File: src/rtl/load_store_unit_if.sv
// ---------------------------------------------------------------------------
// load_store_unit_if
// Request/response bundle between the core's execute/memory stage and the
// load/store unit.
//
// Signals:
//   req_valid        core -> LSU  request present
//   req_ready        LSU  -> core unit can accept a request
//   req_we           core -> LSU  1 = store, 0 = load
//   req_addr[31:0]   core -> LSU  byte address
//   req_wdata[31:0]  core -> LSU  store data (sub-word data in the low bits)
//   req_funct3[2:0]  core -> LSU  RISC-V funct3 (B, H, W, BU, HU)
//   resp_valid       LSU  -> core one-cycle completion pulse
//   resp_rdata[31:0] LSU  -> core load result, 0 for stores and faults
//   resp_misaligned  LSU  -> core fault flag, valid while resp_valid
//
// Modports: master = core side, slave = load/store unit side.
// ---------------------------------------------------------------------------
interface load_store_unit_if;
    logic        req_valid;
    logic        req_ready;
    logic        req_we;
    logic [31:0] req_addr;
    logic [31:0] req_wdata;
    logic [2:0]  req_funct3;
    logic        resp_valid;
    logic [31:0] resp_rdata;
    logic        resp_misaligned;

    modport master (
        output req_valid, req_we, req_addr, req_wdata, req_funct3,
        input  req_ready, resp_valid, resp_rdata, resp_misaligned
    );

    modport slave (
        input  req_valid, req_we, req_addr, req_wdata, req_funct3,
        output req_ready, resp_valid, resp_rdata, resp_misaligned
    );
endinterface

File: src/rtl/load_store_unit.sv
// ---------------------------------------------------------------------------
// load_store_unit
// Executes one RISC-V load/store (LB/LH/LW/LBU/LHU/SB/SH/SW) at a time against
// a word-addressed data memory with combinational read and synchronous
// word-only write. Loads are lane-selected and sign/zero extended; sub-word
// stores are done as read-modify-write. Misaligned or illegal requests are
// answered with resp_misaligned and never reach memory.
//
// Ports:
//   clk, rst_n           clock, synchronous active-low reset
//   bus (slave)          request/response handshake, see load_store_unit_if
//   mem_address[31:0]    word-aligned memory address (0 when idle)
//   mem_write_data[31:0] merged store word (0 outside WRITE)
//   mem_w_en             memory write enable, one cycle per store
//   mem_read_data[31:0]  combinational memory read data
//   load_count, store_count, fault_count [15:0]
//                        saturating statistics, only with LSU_STATS_EN
//
// Parameter:
//   BYPASS_WORD_STORE    when 1, an aligned SW skips the READ phase
//
// Optional feature macro: LSU_STATS_EN (adds the statistics counters).
// ---------------------------------------------------------------------------
module load_store_unit #(
    parameter bit BYPASS_WORD_STORE = 1'b1
) (
    input  logic                    clk,
    input  logic                    rst_n,
    load_store_unit_if.slave        bus,
    output logic [31:0]             mem_address,
    output logic [31:0]             mem_write_data,
    output logic                    mem_w_en,
    input  logic [31:0]             mem_read_data
`ifdef LSU_STATS_EN
    ,
    output logic [15:0]             load_count,
    output logic [15:0]             store_count,
    output logic [15:0]             fault_count
`endif
);

    typedef enum logic [1:0] {
        IDLE,
        READ,
        WRITE,
        RESP
    } state_t;

    state_t      state;
    state_t      next_state;

    logic [31:0] lat_addr;
    logic        lat_we;
    logic [31:0] lat_wdata;
    logic [2:0]  lat_funct3;
    logic [31:0] merged_word;
    logic [31:0] rdata_reg;
    logic        misaligned_reg;

    logic        handshake;
    logic        req_fault;
    logic        req_bypass;
    logic [7:0]  sel_byte;
    logic [15:0] sel_half;
    logic [31:0] load_value;
    logic [31:0] store_merge;

    logic        ready_int;
    logic        resp_valid_int;

    // Ready is a pure function of state, so the handshake is derived from the
    // state directly rather than from the ready output.
    assign handshake = bus.req_valid && (state == IDLE);

    assign bus.req_ready       = ready_int;
    assign bus.resp_valid      = resp_valid_int;
    assign bus.resp_rdata      = rdata_reg;
    assign bus.resp_misaligned = misaligned_reg;

    // Classify the incoming request: alignment faults, reserved funct3 codes
    // and unsigned-store encodings all fault; an aligned SW may bypass READ.
    always_comb begin
        req_fault = 1'b0;
        case (bus.req_funct3)
            3'b000:  req_fault = 1'b0;
            3'b001:  req_fault = bus.req_addr[0];
            3'b010:  req_fault = (bus.req_addr[1:0] != 2'b00);
            3'b100:  req_fault = bus.req_we;
            3'b101:  req_fault = bus.req_we || bus.req_addr[0];
            default: req_fault = 1'b1;
        endcase
        req_bypass = BYPASS_WORD_STORE && bus.req_we && (bus.req_funct3 == 3'b010);
    end

    // Load lane selection and extension, plus store lane merge into the word
    // currently read from memory (untouched lanes keep their old contents).
    always_comb begin
        sel_byte   = mem_read_data[{lat_addr[1:0], 3'b000} +: 8];
        sel_half   = mem_read_data[{lat_addr[1], 4'b0000} +: 16];
        load_value = mem_read_data;
        case (lat_funct3)
            3'b000:  load_value = {{24{sel_byte[7]}}, sel_byte};
            3'b001:  load_value = {{16{sel_half[15]}}, sel_half};
            3'b100:  load_value = {24'd0, sel_byte};
            3'b101:  load_value = {16'd0, sel_half};
            default: load_value = mem_read_data;
        endcase

        store_merge = mem_read_data;
        case (lat_funct3)
            3'b000:  store_merge[{lat_addr[1:0], 3'b000} +: 8] = lat_wdata[7:0];
            3'b001:  store_merge[{lat_addr[1], 4'b0000} +: 16] = lat_wdata[15:0];
            default: store_merge = lat_wdata;
        endcase
    end

    // State register.
    always_ff @(posedge clk) begin
        if (!rst_n) begin
            state <= IDLE;
        end else begin
            state <= next_state;
        end
    end

    // Next-state and per-state outputs. The write enable is gated with rst_n
    // so that a reset edge taken while in WRITE never commits the store.
    always_comb begin
        next_state     = state;
        ready_int      = 1'b0;
        resp_valid_int = 1'b0;
        mem_address    = 32'd0;
        mem_write_data = 32'd0;
        mem_w_en       = 1'b0;
        case (state)
            IDLE: begin
                ready_int = 1'b1;
                if (handshake) begin
                    if (req_fault) begin
                        next_state = RESP;
                    end else if (req_bypass) begin
                        next_state = WRITE;
                    end else begin
                        next_state = READ;
                    end
                end
            end
            READ: begin
                mem_address = {lat_addr[31:2], 2'b00};
                next_state  = lat_we ? WRITE : RESP;
            end
            WRITE: begin
                mem_address    = {lat_addr[31:2], 2'b00};
                mem_write_data = merged_word;
                mem_w_en       = rst_n;
                next_state     = RESP;
            end
            RESP: begin
                resp_valid_int = 1'b1;
                next_state     = IDLE;
            end
            default: next_state = IDLE;
        endcase
    end

    // Request latches and response registers. Response values only change on
    // the transition into RESP so they hold steady between responses.
    always_ff @(posedge clk) begin
        if (!rst_n) begin
            lat_addr       <= 32'd0;
            lat_we         <= 1'b0;
            lat_wdata      <= 32'd0;
            lat_funct3     <= 3'd0;
            merged_word    <= 32'd0;
            rdata_reg      <= 32'd0;
            misaligned_reg <= 1'b0;
        end else begin
            case (state)
                IDLE: begin
                    if (handshake) begin
                        lat_addr   <= bus.req_addr;
                        lat_we     <= bus.req_we;
                        lat_wdata  <= bus.req_wdata;
                        lat_funct3 <= bus.req_funct3;
                        if (req_fault) begin
                            rdata_reg      <= 32'd0;
                            misaligned_reg <= 1'b1;
                        end else if (req_bypass) begin
                            merged_word <= bus.req_wdata;
                        end
                    end
                end
                READ: begin
                    if (lat_we) begin
                        merged_word <= store_merge;
                    end else begin
                        rdata_reg      <= load_value;
                        misaligned_reg <= 1'b0;
                    end
                end
                WRITE: begin
                    rdata_reg      <= 32'd0;
                    misaligned_reg <= 1'b0;
                end
                default: ;
            endcase
        end
    end

`ifdef LSU_STATS_EN
    // Saturating counters, bumped once per response according to its kind.
    always_ff @(posedge clk) begin
        if (!rst_n) begin
            load_count  <= 16'd0;
            store_count <= 16'd0;
            fault_count <= 16'd0;
        end else if (state == RESP) begin
            if (misaligned_reg) begin
                if (fault_count != 16'hFFFF) fault_count <= fault_count + 16'd1;
            end else if (lat_we) begin
                if (store_count != 16'hFFFF) store_count <= store_count + 16'd1;
            end else begin
                if (load_count != 16'hFFFF) load_count <= load_count + 16'd1;
            end
        end
    end
`endif

endmodule

File: src/flat_wrapper.sv
// flat-port wrapper written by rule: the top's interface ports become plain ports
module load_store_unit_flat 
#(
    parameter bit BYPASS_WORD_STORE = 1'b1
)
  (clk, rst_n, mem_address, mem_write_data, mem_w_en, mem_read_data, bus_req_valid, bus_req_we, bus_req_addr, bus_req_wdata, bus_req_funct3, bus_req_ready, bus_resp_valid, bus_resp_rdata, bus_resp_misaligned);
  load_store_unit_if bus_i ();
  input  logic clk;
  input  logic rst_n;
  output logic [31:0] mem_address;
  output logic [31:0] mem_write_data;
  output logic mem_w_en;
  input  logic [31:0] mem_read_data;
  input wire logic [$bits(bus_i.req_valid)-1:0] bus_req_valid;
  input wire logic [$bits(bus_i.req_we)-1:0] bus_req_we;
  input wire logic [$bits(bus_i.req_addr)-1:0] bus_req_addr;
  input wire logic [$bits(bus_i.req_wdata)-1:0] bus_req_wdata;
  input wire logic [$bits(bus_i.req_funct3)-1:0] bus_req_funct3;
  output wire logic [$bits(bus_i.req_ready)-1:0] bus_req_ready;
  output wire logic [$bits(bus_i.resp_valid)-1:0] bus_resp_valid;
  output wire logic [$bits(bus_i.resp_rdata)-1:0] bus_resp_rdata;
  output wire logic [$bits(bus_i.resp_misaligned)-1:0] bus_resp_misaligned;
  assign bus_i.req_valid = bus_req_valid;
  assign bus_i.req_we = bus_req_we;
  assign bus_i.req_addr = bus_req_addr;
  assign bus_i.req_wdata = bus_req_wdata;
  assign bus_i.req_funct3 = bus_req_funct3;
  assign bus_req_ready = bus_i.req_ready;
  assign bus_resp_valid = bus_i.resp_valid;
  assign bus_resp_rdata = bus_i.resp_rdata;
  assign bus_resp_misaligned = bus_i.resp_misaligned;
  load_store_unit #(.BYPASS_WORD_STORE(BYPASS_WORD_STORE)) u_core (.clk(clk), .rst_n(rst_n), .bus(bus_i), .mem_address(mem_address), .mem_write_data(mem_write_data), .mem_w_en(mem_w_en), .mem_read_data(mem_read_data));
endmodule
File: config.mk
export PLATFORM = sky130hd
export DESIGN_NAME = load_store_unit_flat
export DESIGN_NICKNAME = d
export VERILOG_FILES = /design/src/rtl/load_store_unit_if.sv /design/src/rtl/load_store_unit.sv /design/src/flat_wrapper.sv
export SDC_FILE = /design/constraint.sdc
export NUM_CORES = 1
export LEC_CHECK = 0
export ABC_AREA = 1
export CAP_MARGIN = 40
export CORE_MARGIN = 1
export CORE_UTILIZATION = 30
export CTS_BUF_LIST = sky130_fd_sc_hd__clkbuf_8
export DETAILED_ROUTE_END_ITERATION = 7
export PLACE_DENSITY = 0.52
export SYNTH_ARGS = -nofsm -noshare
export SYNTH_HDL_FRONTEND = slang
export SYNTH_SLANG_ARGS = --single-unit
File: constraint.sdc
create_clock -name clk -period 3.45 [get_ports clk]
set_input_delay 0.69 -clock clk [delete_from_list [all_inputs] [get_ports clk]]
set_output_delay 0.69 -clock clk [all_outputs]
set_load 0.01 [all_outputs]
* After elaboration in Yosys (flattened, before gate mapping)
Cells that the tools add are included.
Word-level totals: flip-flop bits (word level) 135, input bits 103, output and inout port bits 100, word-level logic and storage cells 73
Operators by class: add/subtract/negate cells 2, eq/ne operators 16, shift-type cells 6, multiplexer cells 28, reductions and logical operators 13
Operators by type and width (number):
- $mux 32 | 9
- $pmux 32 s2 | 2
- $pmux 32 s4 | 1
- $pmux 32 s3 | 1
- $bwmux 32 | 2
- $shift 16x7->32 const A | 1
- $shift 8x7->32 const A | 1
- $shiftx 16x7->32 | 1
- $shiftx 32x6->16 | 1
- $shiftx 32x6->8 | 1
- $shiftx 8x7->32 | 1
- $neg 5->7 | 2
- $eq 3x3->1 const B | 4
- $ne 2x1->1 const B | 4
- $pmux 2 s4 | 1
- $mux 1 | 7
- $eq 3x1->1 const B | 2
- $logic_not 3->1 | 2
- $mux 2 | 3
- $pmux 1 s5 | 1
- $reduce_and 5->1 | 1
- $eq 2x2->1 const B | 2
- $ne 2x2->1 const B | 2
- $reduce_and 4->1 | 1
- other kinds (10) | 12

* Longest topological paths before layout
word-level depth 6, gate-level depth with buffers 12, mapped depth without buffers 10

* Worst setup path after synthesis
OpenSTA, ideal clock, no wires.
path type input -> output, start in rst_n, end out mem_w_en, data arrival time 1457 ps, required time 2760 ps, setup slack 1303 ps, stages on the path 5, path buffers 3, path through buf_2 -> buf_2 -> clkbuf_1 -> nand2_1 -> inv_1
Between the ends: longest elaborated chain between the ends 1
Ends and longest elaborated chain:
- from (decl) | line flat_wrapper.sv:9 | input logic rst_n;
- $mux 1 | line load_store_unit.sv:135 | case (state)
- to (decl) | line flat_wrapper.sv:12 | output logic mem_w_en;
No other way between the ends.

* Worst setup path after layout
start reg u_core.state[1], end out mem_address[8]
Between the ends: longest elaborated chain between the ends 3
Ends and longest elaborated chain:
- from (decl) | line load_store_unit.sv:49 | state_t state;
- from (signal assigned) | line load_store_unit.sv:122 | state <= next_state;
- $eq 2x2->1 or $eq 2x1->1 (tied branches) | line load_store_unit.sv:135
- $reduce_or 2->1 (no line) (*)
- $mux 32 (*) | line load_store_unit.sv:135
- to (decl) | line flat_wrapper.sv:10 | output logic [31:0] mem_address;
Mark *: on every way between the ends. The rest lies on a longest branch, timed or not.

==> reports/metrics.cfg <==
[status]
status = finished clean

[floorplan]
io_pins = 203
start_util = 0.306
rows = 59
coreArea_mm2 = 0.0261
die_height_um = 165
die_area_mm2 = 0.0272
fp.dieW_um = 165

[sta]
worst_pin_slew_ns = 0.757
hold_viol_final = 0
slew_violations = 0
fmaxAchievable_mhz = 330
skew_ns = 0.0104
worst_slack_ns = 0.424
setup_viol = 0
min_period_ns = 3.03
tns_ns = 0
slew_headroom = 0.495
period_share = 0.877
rsz0062_at_grt = no

[cts]
cts_buffers = 17
cts_tree = done
cts_max_level = 4
post_cts_buffers = 0
clk_pin_slew_ns = 0.09
postCtsHoldBufs = 0
root_buffer = clkbuf_8
cts_resized = 0
clk_path_buf_depth = 2
clock_sinks = 135
worstSkewPairLatency_ns = 0.44

[finish]
syn_to_final_growth_pct = 31.9
nFillCells = 2870
multiInputGateArea_mm2 = 0.00414
drive_gt1_frac = 0.0642
seq_area_mm2 = 0.00270
instances_no_fill = 1799
fin_util = 0.403
layout.nets = 1563
antenna_cells = 0

[power]
p_comb_frac = 0.546
switchingPower_uw = 3840
p_clk_frac = 0.158
intPower_uw = 4380
switching_share = 0.468
powerDensity_mw_per_mm2 = 782
power.total_uw = 8220
p_seq_frac = 0.296
p_leak_uw = 0.00480
irDropWorstVdd_uv = 320

[critical_path]
crit_fanout = 31
worst_path_most_repeated_cell = inv_1
crit_arrival_ns = 2.34
worst_ep_required_time_ns = 2.76
crit_chain = inv_1 -> ha_1 -> buf_4 -> nand2_1 -> inv_1 -> clkdlybuf4s50_1
path_class = flip-flop to output pin
cp_slowest_cell = clkdlybuf4s50_1
startpoint_type = flip-flop
critical_path.endpoint_type = output pin
cpPeakStageDelay_ns = 0.54

[logic_synthesis]
synth.largest_area_cell = dfxtp_1
synth_edf_count = 0
netlist-cell-type-count = 34
ys_seq_area_frac = 0.339
yosysWarningCount = 0
synthCells = 1300
yosys-top-cells-count = 324 x nand2_1, 180 x inv_1, 166 x a21oi_1
syn_area_per_cell_um2 = 6.13
synth_top_cell_area_share = 0.339
async_flop_share = 0
synth_top_flop_cell = dfxtp_1
yosys_register_bits = 135
synth_area_mm2 = 0.00796
netlist_top_cells_area = dfxtp_1 34%, nand2_1 15%, a21oi_1 10%, inv_1 8.5%, o21ai_0 6.9%
synth.most_common_cell = nand2_1

[detailed_routing]
avgViaCountPerCell = 4.74
post-route-drc-count = 0
num_vias = 8532
ant_nets = 0
wirelength_um = 27800
drt_iter0_drc = 660
wire_per_inst_um = 15.4
firstDrtPassIters = 5

[grt]
grt-ovfl-total = 0
grt_pass1_wl_um = 42000
grt_use_total = 0.203
grt_max_degree = 77
antenna_found_initial = 1
grt_pass1_vias = 7589

[place]
gp_congestion = 0.943
dp_worst_setup_slack_ns = 0.840
post-dp-hpwl_um = 20300
numPlacedInstances = 1767
portBuffers = 200

[min_path]
min_path_type = flip-flop to flip-flop

[run]
drv_cap = 0

## worst max-delay path: cells and delay by family, from the launching register on
kind | cells | cell delay, ns
adder cells (fa/ha/maj) | 1 | 0.33
buffers and inverters | 4 | 1.06
flip-flops | 1 | 0.38
AND/OR/NAND/NOR | 1 | 0.10
## final timing paths
kind / slack, ns / depth (start not counted) / startpoint / to
worst max register to register: 1.06 / 11 / u_core.lat_addr[0] / u_core.merged_word[16]
worst min register to register: 0.46 / 2 / u_core.lat_wdata[25] / u_core.lat_wdata[25]
worst min-delay path: 0.46 / 2 / u_core.lat_wdata[25] / u_core.lat_wdata[25]
worst max-delay path: 0.42 / 6 / u_core.state[1] / mem_address[8]
## state kept, by name, indices dropped and copies added, names as in the netlist
signal / count
u_core.lat_wdata: 32
u_core.lat_funct3: 3
u_core.lat_addr: 32
u_core.merged_word: 32
u_core.bus.resp_misaligned: 1
u_core.bus.resp_rdata: 32
u_core.state: 2
u_core.lat_we: 1
## power groups by stage
| stage | sequential [µW] | combinational [µW] | clock, µW |
|---|---|---|---|
| 2_1_floorplan | 2460 | 2910 | 0 |
| 3_3_place_gp | 2470 | 4480 | 0 |
| 3_5_place_dp | 2470 | 4510 | 0 |
| 4_1_cts | 2440 | 4530 | 1340 |
| 5_1_grt | 2500 | 5030 | 1420 |
| 6_report | 2430 | 4490 | 1300 |
## cells by family after synthesis
family	count (synthesis)	share of synthesized area
and+or+nand+nor	563	0.292
AOI/OAI and AO/OA	317	0.213
buffers and inverters	275	0.141
DFF	135	0.339
adders and majority gates	9	0.0141
other	1	0.000471
## metrics by stage
step | hold slack [ns] | cell area (µm²)
after floorplan | 0.429 | 7970
after global placement | 0.439 | 10100
after detailed placement | 0.447 | 10100
after CTS | 0.460 | 10500
after global routing | 0.479 | 10500
final | 0.458 | 10500
## layout make-up
cell class                      instances  share of cell area
Multi-Input combinational cell        891               0.394
Sequential cell                       135               0.257
Timing Repair Buffer                  217               0.205
Inverter                              189              0.0676
Tap cell                              335              0.0399
Clock buffer                           17              0.0223
Clock inverter                         15              0.0137
## placed cells by master (no fill, tap or decap), types with 2 or more instances in the layout
cell | synthesis | final
nand2_1 | 324 | 324
clkdlybuf4s50_1 | 0 | 199
inv_1 | 180 | 180
a21oi_1 | 166 | 166
nor2_1 | 135 | 135
dfxtp_1 | 135 | 135
o21ai_0 | 109 | 109
nand3_1 | 76 | 76
a31oi_1 | 17 | 17
clkbuf_8 | 0 | 17
buf_4 | 10 | 16
a21oi_2 | 11 | 11
o211ai_1 | 9 | 9
ha_1 | 9 | 9
inv_2 | 8 | 8
or2_2 | 8 | 8
nand2_2 | 6 | 6
nand4_1 | 6 | 6
inv_6 | 0 | 5
clkinv_2 | 1 | 3
clkinvlp_4 | 0 | 3
clkinv_4 | 0 | 3
nand3_4 | 2 | 2
conb_1 | 1 | 2
buf_12 | 0 | 2
## metal layers
metal  track usage  part of all wire
met4        0.0500             0.019
met2         0.310              0.43
met5             0           0.00040
met1         0.284              0.48
met3        0.0505             0.069
Power figures use the tool's default switching activity.
